`src/rtl/gate_scan_pkg.sv`:
```
// gate_scan_pkg
//   Shared definitions for the gate truth-table scanner:
//   - scan_state_t : scanner FSM states (IDLE, DRIVE, SETTLE, SAMPLE, DONE)
//   - TT_*         : reference truth tables for common 2-input gates,
//                    bit index = {A,B}
//   - SETTLE_W     : width of the settle counter
package gate_scan_pkg;

  typedef enum logic [2:0] {
    ST_IDLE,
    ST_DRIVE,
    ST_SETTLE,
    ST_SAMPLE,
    ST_DONE
  } scan_state_t;

  localparam logic [3:0] TT_NAND = 4'b0111;
  localparam logic [3:0] TT_NOR  = 4'b0001;
  localparam logic [3:0] TT_AND  = 4'b1000;
  localparam logic [3:0] TT_OR   = 4'b1110;
  localparam logic [3:0] TT_XOR  = 4'b0110;

  localparam int unsigned SETTLE_W = 4;

endpackage

```
`src/rtl/gate_truth_table_scanner_if.sv`:
```
// gate_scan_if
//   Signal bundle between the scanner, the gate under test and the
//   status observer.
//     start     : scan request (observer -> scanner)
//     Y         : gate output (gate -> scanner)
//     A, B      : gate inputs (scanner -> gate)
//     busy      : scan in progress
//     done      : one-cycle pulse, table_o/pass valid
//     table_o   : captured truth table, bit {A,B} = Y
//     pass      : table_o matches the expected pattern
//     err_count : failed-scan counter (only with GATE_SCAN_ERRCNT_EN)
//   Modports: slave = scanner side, master = observer/stimulus side.
interface gate_scan_if;

  logic       start;
  logic       Y;
  logic       A;
  logic       B;
  logic       busy;
  logic       done;
  logic [3:0] table_o;
  logic       pass;
`ifdef GATE_SCAN_ERRCNT_EN
  logic [7:0] err_count;
`endif

`ifdef GATE_SCAN_ERRCNT_EN
  modport slave (
    input  start, Y,
    output A, B, busy, done, table_o, pass, err_count
  );

  modport master (
    output start, Y,
    input  A, B, busy, done, table_o, pass, err_count
  );
`else
  modport slave (
    input  start, Y,
    output A, B, busy, done, table_o, pass
  );

  modport master (
    output start, Y,
    input  A, B, busy, done, table_o, pass
  );
`endif

endinterface

```
`src/rtl/settle_timer.sv`:
```
// settle_timer
//   Loadable down-counter used to hold the gate inputs stable before
//   sampling. load has priority over dec; the counter stops at zero.
//     clk, rst  : clock, asynchronous active-high reset
//     load      : load counter with load_val
//     load_val  : reload value
//     dec       : decrement by one (ignored at zero)
//     expired   : counter is at its last count (== 1)
module settle_timer #(
  parameter int unsigned WIDTH = 4
) (
  input  logic             clk,
  input  logic             rst,
  input  logic             load,
  input  logic [WIDTH-1:0] load_val,
  input  logic             dec,
  output logic             expired
);

  logic [WIDTH-1:0] count;

  always_ff @(posedge clk or posedge rst) begin
    if (rst) begin
      count <= '0;
    end else if (load) begin
      count <= load_val;
    end else if (dec && (count != '0)) begin
      count <= count - WIDTH'(1);
    end
  end

  // Flag the final cycle so the controller leaves SETTLE after exactly
  // load_val cycles.
  assign expired = (count == WIDTH'(1));

endmodule

```
`src/rtl/gate_truth_table_scanner.sv`:
```
// gate_truth_table_scanner
//   Drives all four input combinations of a 2-input gate (00,01,10,11),
//   waits SETTLE_CYCLES after each change, samples Y, builds a 4-bit
//   truth table and compares it with EXPECTED.
//   Parameters:
//     SETTLE_CYCLES : cycles waited after each input change (1..15)
//     EXPECTED      : expected truth table, bit {A,B} (default NAND)
//   Ports:
//     clk : rising-edge clock
//     rst : asynchronous active-high reset
//     bus : gate_scan_if.slave (start, Y in; A, B, busy, done,
//           table_o, pass out)
//   Build option:
//     GATE_SCAN_ERRCNT_EN : adds bus.err_count, a saturating count of
//                           completed scans that failed (cleared by rst).
module gate_truth_table_scanner
  import gate_scan_pkg::*;
#(
  parameter int unsigned SETTLE_CYCLES = 2,
  parameter logic [3:0]  EXPECTED      = TT_NAND
) (
  input logic        clk,
  input logic        rst,
  gate_scan_if.slave bus
);

  localparam logic [SETTLE_W-1:0] SETTLE_VAL = SETTLE_W'(SETTLE_CYCLES);

  scan_state_t state;
  scan_state_t state_nxt;

  logic [1:0] idx;
  logic [3:0] table_q;
  logic [3:0] table_next;
  logic       pass_q;
  logic       a_q;
  logic       b_q;

  logic       accept;
  logic       settle_load;
  logic       settle_dec;
  logic       settle_expired;
  logic       sample_en;
  logic       busy_c;
  logic       done_c;

  settle_timer #(
    .WIDTH (SETTLE_W)
  ) u_settle_timer (
    .clk      (clk),
    .rst      (rst),
    .load     (settle_load),
    .load_val (SETTLE_VAL),
    .dec      (settle_dec),
    .expired  (settle_expired)
  );

  // State register
  always_ff @(posedge clk or posedge rst) begin
    if (rst) begin
      state <= ST_IDLE;
    end else begin
      state <= state_nxt;
    end
  end

  // Next-state logic
  always_comb begin
    state_nxt = state;
    unique case (state)
      ST_IDLE:   if (bus.start) state_nxt = ST_DRIVE;
      ST_DRIVE:  state_nxt = ST_SETTLE;
      ST_SETTLE: if (settle_expired) state_nxt = ST_SAMPLE;
      ST_SAMPLE: state_nxt = (idx == 2'd3) ? ST_DONE : ST_DRIVE;
      // A start held high re-enters DRIVE straight from DONE, so
      // back-to-back scans start the cycle after the done pulse.
      ST_DONE:   state_nxt = bus.start ? ST_DRIVE : ST_IDLE;
      default:   state_nxt = ST_IDLE;
    endcase
  end

  // Output / control decode
  always_comb begin
    accept      = 1'b0;
    settle_load = 1'b0;
    settle_dec  = 1'b0;
    sample_en   = 1'b0;
    busy_c      = 1'b0;
    done_c      = 1'b0;
    unique case (state)
      ST_IDLE:   accept = bus.start;
      ST_DRIVE:  begin busy_c = 1'b1; settle_load = 1'b1; end
      ST_SETTLE: begin busy_c = 1'b1; settle_dec  = 1'b1; end
      ST_SAMPLE: begin busy_c = 1'b1; sample_en   = 1'b1; end
      ST_DONE:   begin busy_c = 1'b1; done_c = 1'b1; accept = bus.start; end
      default:   ;
    endcase
  end

  always_comb begin
    table_next      = table_q;
    table_next[idx] = bus.Y;
  end

  // Datapath: A/B are updated on the edge that enters DRIVE, so they are
  // stable through DRIVE and all SETTLE cycles before the sampling edge.
  // pass is resolved on the final sampling edge so it is valid with done.
  always_ff @(posedge clk or posedge rst) begin
    if (rst) begin
      idx     <= '0;
      table_q <= '0;
      pass_q  <= 1'b0;
      a_q     <= 1'b0;
      b_q     <= 1'b0;
    end else if (accept) begin
      idx        <= '0;
      table_q    <= '0;
      pass_q     <= 1'b0;
      {a_q, b_q} <= 2'b00;
    end else if (sample_en) begin
      table_q <= table_next;
      if (idx == 2'd3) begin
        // Case equality: an X/Z sample never matches, so pass reads 0.
        pass_q     <= (table_next === EXPECTED);
        {a_q, b_q} <= 2'b00;
      end else begin
        idx        <= idx + 2'd1;
        {a_q, b_q} <= idx + 2'd1;
      end
    end
  end

`ifdef GATE_SCAN_ERRCNT_EN
  logic [7:0] err_q;

  always_ff @(posedge clk or posedge rst) begin
    if (rst) begin
      err_q <= '0;
    end else if (done_c && !pass_q && (err_q != '1)) begin
      err_q <= err_q + 8'd1;
    end
  end

  assign bus.err_count = err_q;
`endif

  assign bus.A       = a_q;
  assign bus.B       = b_q;
  assign bus.busy    = busy_c;
  assign bus.done    = done_c;
  assign bus.table_o = table_q;
  assign bus.pass    = pass_q;

endmodule

```
`src/flat_wrapper.sv`:
```
// flat-port wrapper written by rule: the top's interface ports become plain ports
module gate_truth_table_scanner_flat import gate_scan_pkg::*;
#(
  parameter int unsigned SETTLE_CYCLES = 2,
  parameter logic [3:0]  EXPECTED      = TT_NAND
)
  (clk, rst, bus_start, bus_Y, bus_A, bus_B, bus_busy, bus_done, bus_table_o, bus_pass);
  gate_scan_if bus_i ();
  input logic clk;
  input logic rst;
  input wire logic [$bits(bus_i.start)-1:0] bus_start;
  input wire logic [$bits(bus_i.Y)-1:0] bus_Y;
  output wire logic [$bits(bus_i.A)-1:0] bus_A;
  output wire logic [$bits(bus_i.B)-1:0] bus_B;
  output wire logic [$bits(bus_i.busy)-1:0] bus_busy;
  output wire logic [$bits(bus_i.done)-1:0] bus_done;
  output wire logic [$bits(bus_i.table_o)-1:0] bus_table_o;
  output wire logic [$bits(bus_i.pass)-1:0] bus_pass;
  assign bus_i.start = bus_start;
  assign bus_i.Y = bus_Y;
  assign bus_A = bus_i.A;
  assign bus_B = bus_i.B;
  assign bus_busy = bus_i.busy;
  assign bus_done = bus_i.done;
  assign bus_table_o = bus_i.table_o;
  assign bus_pass = bus_i.pass;
  gate_truth_table_scanner #(.SETTLE_CYCLES(SETTLE_CYCLES), .EXPECTED(EXPECTED)) u_core (.clk(clk), .rst(rst), .bus(bus_i));
endmodule
```
`config.mk`:
```
export PLATFORM = sky130hd
export DESIGN_NAME = gate_truth_table_scanner_flat
export DESIGN_NICKNAME = d
export VERILOG_FILES = /design/src/rtl/gate_scan_pkg.sv /design/src/rtl/gate_truth_table_scanner_if.sv /design/src/rtl/settle_timer.sv /design/src/rtl/gate_truth_table_scanner.sv /design/src/flat_wrapper.sv
export SDC_FILE = /design/constraint.sdc
export NUM_CORES = 1
export LEC_CHECK = 0
export CAP_MARGIN = 0
export CORE_ASPECT_RATIO = 1.25
export CORE_MARGIN = 3
export CORE_UTILIZATION = 55
export CTS_CLUSTER_DIAMETER = 100
export DETAILED_ROUTE_END_ITERATION = 6
export GPL_ROUTABILITY_DRIVEN = 0
export GPL_TIMING_DRIVEN = 1
export HOLD_SLACK_MARGIN = 0.08
export PLACE_DENSITY = 0.82
export SLEW_MARGIN = 20
export SYNTH_ARGS = -nofsm -noshare
export SYNTH_HDL_FRONTEND = slang
export SYNTH_SLANG_ARGS = --single-unit
```
`constraint.sdc`:
```
create_clock -name clk -period 2.21 [get_ports clk]
set_input_delay 0.442 -clock clk [delete_from_list [all_inputs] [get_ports clk]]
set_output_delay 0.442 -clock clk [all_outputs]
set_load 0.01 [all_outputs]
```
==> results.ini, run 1 <==
[grt]
grt_pass1_vias=663
grt-ovfl-total=0
grt_max_degree=17
grt_usage=0.186
antenna_found_initial=0
grt_pass1_wl_um=2970

[power_and_ir_drop]
cellLeakagePower_nw=0.475
ir_drop_v=0.000727
p_per_area_nw_per_um2=1240

[synth]
synth_edf_count=0
synth_largest_area_cell=dfrtp_1
synth_top_area_share=0.440
ys_ff_latch=16
yosys-top-cells-count=dfrtp_1 (16), inv_1 (8), ha_1 (7), nand2_1 (5), o21ai_0 (5)
yosysMostFrequentCell=dfrtp_1
synthCells=88
async_flop_share=1.00
synthTopCellsByArea=dfrtp_1 (44%), ha_1 (9.6%), a32o_1 (4.4%)
syn-mean-instance-area_um2=10.3
yosysSeqAreaShare=0.440
synth_cell_types=35
yosys_warnings=0
syn-num-nets=99
synth_ff_type=dfrtp_1
syn_area_um2=910

[worst_setup_path]
cpLargestDelayFamily=buffers and inverters
path_depth=3
crit_path_start=u_core.state[0]
cp_slowest_cell=clkdlybuf4s50_1
reg2reg_from=u_core.u_settle_timer.count[0]
max_stage_delay_ns=0.55
cp-end-kind=primary output
path_class=register to primary output
critPathRequiredTime_ns=1.77
critPathArrivalTime_ns=1.66
rrSetupSlack_ns=0.63
cp_max_fo=11
cp_cell_sequence=nor2_1, xnor2_1, clkdlybuf4s50_1
startpoint_type=register
reg2reg_depth=5
crit_buf_inv=1

[die]
rows=15
die_h_um=51.5
fp.dieW_um=42.4
start_util=0.621
core_area_um2=1460
ios=13
die-area_um2=2180

[run_status]
status=completed

[clock_network]
cts_root_buf=clkbuf_4
worstSkewPairLatency_ns=0.29
clock-sinks=16
hold_buffers=0
cts_buffer_depth=2
cts_setup_buffers=0
cts_buffers=3
clk_pin_slew_ns=0.10
cts_resized=0
cts_tree=built
cts-htree-levels=1

[timing]
setup-violations-final=0
slew_headroom=0.591
setup_tns_ns=0
finalMaxSlewViolations=0
holdWs_ns=0.512
layout_setup_ws_ns=0.110
fmax_mhz=476
tightestPinTransition_ns=0.613
fin_crit_ns=2.10
hold_viol_final=0
finalCritPeriodShare=0.950
clock_skew_ns=0.00528
rsz0062_at_grt=false

[drt]
wl_per_cell_um=14.9
vias_per_cell=5.94
drt.antenna.violating_nets=0
first_pass_iters=4
vias=689
post-route-drc-count=0
wl_um=1730
drt_iter0_drc=15

[finish]
n_antenna_cell=0
syn_to_final_growth_pct=15.3
nNetsFinal=112
drive_above_1_share=0.0606

[place]
hpwl_um=1250
post-place-ws_ns=0.287
port_buffers=12

[job]
maxCapViolCount=0

[hold_path]
hp-class=primary input to async pin

-- per-stage QoR --
stage | cells | cell area (um2) | power (mW) | util
after floorplan | 88 | 910 | 0.955 | -
after global placement | 113 | 1030 | 1.13 | 0.701
after detailed placement | 113 | 1030 | 1.15 | 0.701
after CTS | 116 | 1050 | 1.31 | 0.716
after global routing | 116 | 1050 | 1.41 | 0.716
final | 116 | 1050 | 1.30 | 0.716
-- cell families after synthesis --
logic type / after synthesis / synth area share
AOI/OAI and AO/OA: 19 / 0.146
xor gates and xnor gates: 2 / 0.0193
adders and majority gates: 7 / 0.0963
buffers and inverters: 13 / 0.0688
DFF: 16 / 0.440
muxes: 4 / 0.0440
and+or+nand+nor: 27 / 0.186
-- final timing paths --
check                                            endpoint
max reg2reg                u_core.u_settle_timer.count[1]
min in group clk                    u_core.bus.table_o[0]
max in group asynchronous                 u_core.state[0]
max                                              bus_busy
min                                         u_core.idx[0]
min reg2reg                         u_core.bus.table_o[0]
-- cell usage in the layout, fill, tap and decap left out, types with 2 or more instances in the layout --
master,Yosys,layout
nand2b_1,2,2
a32o_1,4,4
dfrtp_1,16,16
nor3b_1,2,2
clkdlybuf4s50_1,0,12
xnor2_1,2,2
ha_1,7,7
nor2_1,3,3
mux2i_1,4,4
clkbuf_4,0,3
a21oi_1,4,4
nand2_1,5,5
o21ai_0,5,5
or3_1,2,2
or3b_2,2,2
inv_1,8,8
-- flip-flops by register name, indices dropped and copies added, names as in the netlist --
name                         cells
u_core.bus.table_o               4
u_core.u_settle_timer.count      4
u_core.state                     3
u_core.idx                       2
u_core.bus.A                     1
u_core.bus.B                     1
u_core.bus.pass                  1
-- metal layers --
metal	track usage	vias to the layer above	part of all wire
li1	-	333	-
met1	0.237	339	0.46
met2	0.292	13	0.47
met3	0.0246	4	0.034
met4	0.124	0	0.030
met5	0	-	0
-- power by group --
part,switching (mW),internal (mW)
combinational,0.315,0.316
clock,0.0954,0.0634
sequential,0.116,0.398
total,0.527,0.778
-- cell type report --
class	count	area, um2
Clock buffer	3	22.5
Fill cell	109	415
Inverter	8	30.0
Multi-Input combinational cell	59	447
Sequential cell	16	400
Tap cell	17	21.3
Timing Repair Buffer	13	128
(Power assumes the default switching activity.)
==> inputs of run 2 (changes only) <==
--- a/config.mk
+++ b/config.mk
@@ -8,14 +8,13 @@
 export CAP_MARGIN = 0
 export CORE_ASPECT_RATIO = 1.25
 export CORE_MARGIN = 3
-export CORE_UTILIZATION = 55
+export CORE_UTILIZATION = 47
 export CTS_CLUSTER_DIAMETER = 100
 export DETAILED_ROUTE_END_ITERATION = 6
 export GPL_ROUTABILITY_DRIVEN = 0
 export GPL_TIMING_DRIVEN = 1
 export HOLD_SLACK_MARGIN = 0.08
-export PLACE_DENSITY = 0.82
-export SLEW_MARGIN = 20
+export PLACE_DENSITY = 0.75
 export SYNTH_ARGS = -nofsm -noshare
 export SYNTH_HDL_FRONTEND = slang
 export SYNTH_SLANG_ARGS = --single-unit
==> constraint.sdc (replaced) <==
create_clock -name clk -period 1.78 [get_ports clk]
set_input_delay 0.356 -clock clk [delete_from_list [all_inputs] [get_ports clk]]
set_output_delay 0.356 -clock clk [all_outputs]
set_load 0.01 [all_outputs]
==> run 2 against run 1 <==
Net effect: core utilization decreased by 11 points; register-to-register slack lost 0.46 ns; routed wire length is 5.8% higher; combinational power rose by 38%; clock skew up 0.0012 ns; highest routed layer unchanged; first-iteration DRC count down 40%; critical path depth grew 1; worst setup slack gained 0.063 ns; critical endpoint is now u_core.bus.table_o[3].
==> results.ini, run 2 (synthesis results as in run 1) <==
[worst_setup_path]
cp_cell_sequence=buf_4, or3b_2, a21o_1, a32o_1
startpoint_type=register
critPathArrivalTime_ns=1.78
max_stage_delay_ns=0.51
path_class=register to register
cp-end-kind=register
cp_slowest_cell=or3b_2
critPathRequiredTime_ns=1.95
cp_max_fo=9

[finish]
nNetsFinal=117
n_antenna_cell=0
final_common_cell=dfrtp_1
syn_to_final_growth_pct=19.8
drive_above_1_share=0.125
final_core_util=0.603
final_cell_mix=dfrtp_1 (15), clkdlybuf4s50_1 (10), inv_1 (8)

[clock_network]
cts_root_buf=clkbuf_4
clock-sinks=16
clk_pin_slew_ns=0.09
cts_setup_buffers=0
cts_resized=4
worstSkewPairLatency_ns=0.28
cts-htree-levels=1
cts_tree=built
hold_buffers=0
cts_buffer_depth=2
cts_buffers=3

[timing]
finalMaxSlewViolations=0
holdWs_ns=0.379
hold_viol_final=0
tightestPinTransition_ns=0.341
rsz0062_at_grt=false
setup_tns_ns=0
slew_headroom=0.772
fin_crit_ns=1.61
setup-violations-final=0
clock_skew_ns=0.00648
finalCritPeriodShare=0.902
fmax_mhz=623
layout_setup_ws_ns=0.174

[drt]
drt.antenna.violating_nets=0
wl_um=1830
vias_per_cell=5.80
wl_per_cell_um=14.9
met1Wirelength_um=787
first_pass_iters=4
drt_iter0_drc=9
post-route-drc-count=0
wl_met3_um=51
vias=713
routed.top_layer=met4
wl_met2_um=896

[hold_path]
hp-class=primary input to async pin

[die]
ios=13
core_area_um2=1810
rows=17
fp.dieW_um=45.4
die-area_um2=2500
start_util=0.503
die_h_um=55.2

[job]
maxCapViolCount=0

[place]
post-place-ws_ns=-0.0719
port_buffers=12
hpwl_um=1390

[power_and_ir_drop]
ir_drop_v=0.000898
cellLeakagePower_nw=0.504
total_power_mw=1.66
p_per_area_nw_per_um2=1520

[grt]
antenna_found_initial=0
grt_pass1_vias=711
grt_max_degree=17
grt_usage=0.171
grt-ovfl-total=0
grt_pass1_wl_um=2990

[run_status]
status=completed

[run 2: cell count changes in the layout (fill, tap and decap cells not counted)]
| cell | previous run | this run |
|---|---|---|
| dfrtp_1 | 16 | 15 |
| buf_4 | 1 | 6 |
| clkdlybuf4s50_1 | 12 | 10 |
| nor2_1 | 3 | 2 |
| dlygate4sd2_1 | 0 | 2 |
| nor2_2 | 0 | 1 |
| dfrtp_2 | 0 | 1 |
[run 2: final timing paths]
check,from,end,slack [ns],cells after the start
min,rst,u_core.idx[1],0.38,3
max reg2reg,u_core.state[1],u_core.bus.table_o[3],0.17,4
max,u_core.state[1],u_core.bus.table_o[3],0.17,4
min reg2reg,u_core.bus.table_o[0],u_core.bus.table_o[0],0.53,1
max in group asynchronous,rst,u_core.state[2],1.20,3
min in group clk,u_core.bus.table_o[0],u_core.bus.table_o[0],0.53,1
[run 2: cell type report]
type | instances | area [um2]
fillers | 160 | 718
multi-input cells | 59 | 449
flip-flops and latches | 16 | 402
repair buffers | 18 | 163
inverters | 8 | 30.0
well taps | 19 | 23.8
clock buffers | 3 | 22.5
[run 2: worst max-delay path: cells and delay by family (launching register included)]
kind / cells / cell delay [ns]
AOI/OAI and AO/OA: 2 / 0.41
buffers and inverters: 1 / 0.17
DFF: 1 / 0.40
and+or+nand+nor: 1 / 0.51
[run 2: layer usage]
layer / up-vias / track usage
met5: - / 0
met4: 0 / 0.141
met3: 8 / 0.0194
met2: 17 / 0.283
met1: 340 / 0.194
li1: 348 / -
[run 2: per-stage QoR]
| step | instance area, um2 | instances |
|---|---|---|
| 2_1_floorplan | 910 | 88 |
| 3_3_place_gp | 1070 | 120 |
| 5_1_grt | 1090 | 123 |
| 4_1_cts | 1090 | 123 |
| 3_5_place_dp | 1070 | 120 |
| 6_report | 1090 | 123 |
[run 2: where the power goes]
part	internal (mW)	switching, mW
logic	0.428	0.443
clock network	0.0784	0.103
registers	0.495	0.109
==> inputs of run 3 (changes only) <==
--- a/config.mk
+++ b/config.mk
@@ -8,13 +8,13 @@
 export CAP_MARGIN = 0
 export CORE_ASPECT_RATIO = 1.25
 export CORE_MARGIN = 3
-export CORE_UTILIZATION = 47
+export CORE_UTILIZATION = 52
 export CTS_CLUSTER_DIAMETER = 100
 export DETAILED_ROUTE_END_ITERATION = 6
 export GPL_ROUTABILITY_DRIVEN = 0
 export GPL_TIMING_DRIVEN = 1
 export HOLD_SLACK_MARGIN = 0.08
-export PLACE_DENSITY = 0.75
+export PLACE_DENSITY = 0.79
 export SYNTH_ARGS = -nofsm -noshare
 export SYNTH_HDL_FRONTEND = slang
 export SYNTH_SLANG_ARGS = --single-unit
==> constraint.sdc (replaced) <==
create_clock -name clk -period 1.7 [get_ports clk]
set_input_delay 0.34 -clock clk [delete_from_list [all_inputs] [get_ports clk]]
set_output_delay 0.34 -clock clk [all_outputs]
set_load 0.01 [all_outputs]
==> run 3 against run 2 <==
Net effect: combinational power rose by 12%; final cell count up 0.81%; core utilization increased by 9.7 points; critical path depth is the same; global-route usage up 2.9 points; clock skew rose by 0.0039 ns; critical endpoint unchanged.
==> results.ini, run 3 (synthesis results as in run 1) <==
[worst_setup_path]
crit_buf_inv=1
path_class=register to register
startpoint_type=register
cpLargestDelayFamily=simple AND/OR/NAND/NOR gates
critPathRequiredTime_ns=1.87
cp_slowest_cell=or3b_2
critPathArrivalTime_ns=1.76
cp_cell_sequence=buf_4, or3b_2, a21o_1, a32o_1
path_depth=4
cp_max_fo=9
reg2reg_depth=4
cp-end-kind=register
max_stage_delay_ns=0.51

[place]
hpwl_um=1470
port_buffers=12
dp_cells=120

[power_and_ir_drop]
clkPwrFrac=0.132
combPwrFrac=0.525
seqPwrFrac=0.343
power.switching_mw=0.723
cellLeakagePower_nw=0.522
p_per_area_nw_per_um2=1660
intPower_mw=1.14
p_sw_frac=0.389
ir_drop_v=0.00109

[timing]
holdWs_ns=0.356
finalMaxSlewViolations=0
tightestPinTransition_ns=0.373
hold_viol_final=0
setup-violations-final=0
fin_crit_ns=1.60
setup_tns_ns=0
fmax_mhz=627
slew_headroom=0.751
clock_skew_ns=0.0104
finalCritPeriodShare=0.938
rsz0062_at_grt=false

[drt]
drt_iter0_drc=17
wl_per_cell_um=15.1
vias_per_cell=5.85
vias=726
first_pass_iters=4
drt.antenna.violating_nets=0
post-route-drc-count=0
wl_um=1870

[clock_network]
cts_tree=built
cts-htree-levels=1
worstSkewPairLatency_ns=0.28
clock-sinks=16
cts_setup_buffers=0
cts_root_buf=clkbuf_4
cts_buffers=3
clk_pin_slew_ns=0.10
cts_buffer_depth=2

[finish]
final_core_util=0.700
syn_to_final_growth_pct=23.2
final_cell_mix=dfrtp_1 (16), clkdlybuf4s50_1 (10), inv_1 (8)
n_antenna_cell=0
fillerInstances=136
nNetsFinal=118
drive_above_1_share=0.132
final_common_cell=dfrtp_1
fin_cells=124

[job]
maxCapViolCount=0

[grt]
grt_pass1_vias=764
grt_pass1_wl_um=3400
antenna_found_initial=0
grt_max_degree=17
grt_usage=0.200
grt-ovfl-total=0

[die]
die-area_um2=2290
fp.dieW_um=43.4
core_area_um2=1600
ios=13
die_h_um=52.8
rows=16
start_util=0.568

[run_status]
status=completed

[hold_path]
hp-class=primary input to async pin

## run 3: cell count changes in the layout (fill, tap and decap cells not counted)
cell      delta
dfrtp_2      -1
buf_12       +1
clkbuf_8     +1
dfrtp_1      +1
## run 3: tightest hold or removal path, delay by kind of cell
family	cells	cell delay, ns
buffers and inverters	3	0.67
## run 3: power groups by stage
stage | logic, mW | clock network [mW] | registers, mW
finish | 0.976 | 0.245 | 0.638
global route | 1.11 | 0.268 | 0.660
CTS | 0.983 | 0.250 | 0.638
detailed placement | 0.984 | 0 | 0.642
global placement | 0.939 | 0 | 0.629
floorplan | 0.616 | 0 | 0.625
## run 3: final timing paths
| check | from | end | slack, ns |
|---|---|---|---|
| max | u_core.state[1] | u_core.bus.table_o[3] | 0.10 |
| min | rst | u_core.bus.table_o[0] | 0.36 |
| max reg2reg | u_core.state[1] | u_core.bus.table_o[3] | 0.10 |
| min reg2reg | u_core.bus.table_o[0] | u_core.bus.table_o[0] | 0.52 |
| max in group asynchronous | rst | u_core.idx[0] | 1.15 |
| min in group clk | u_core.bus.table_o[0] | u_core.bus.table_o[0] | 0.52 |
## run 3: cell type report
cell class	count	area, um2	area share
Clock buffer	4	36.3	0.0324
Inverter	8	30.0	0.0268
Multi-Input combinational cell	59	449	0.401
Sequential cell	16	400	0.357
Tap cell	18	22.5	0.0201
Timing Repair Buffer	19	183	0.163
## run 3: metrics by stage
| step | setup WS [ns] | cell area, um2 | total power [mW] |
|---|---|---|---|
| CTS | 0.0975 | 1120 | 1.87 |
| floorplan | 0.232 | 910 | 1.24 |
| global route | 0.0580 | 1120 | 2.04 |
| detailed placement | -0.133 | 1080 | 1.63 |
| global placement | -0.0768 | 1080 | 1.57 |
| finish | 0.105 | 1120 | 1.86 |
## run 3: timing repair
item	CTS	global route
endpoints found under the setup margin	2	0
gates resized for setup	3	0
hold buffers	0	0
## run 3: per-layer routing
metal	GRT usage	routed length (um)	up-vias
li1	-	-	356
met1	0.243	767	352
met2	0.352	1010	14
met3	0.0275	59	4
met4	0.0754	31	0
met5	0	0	-
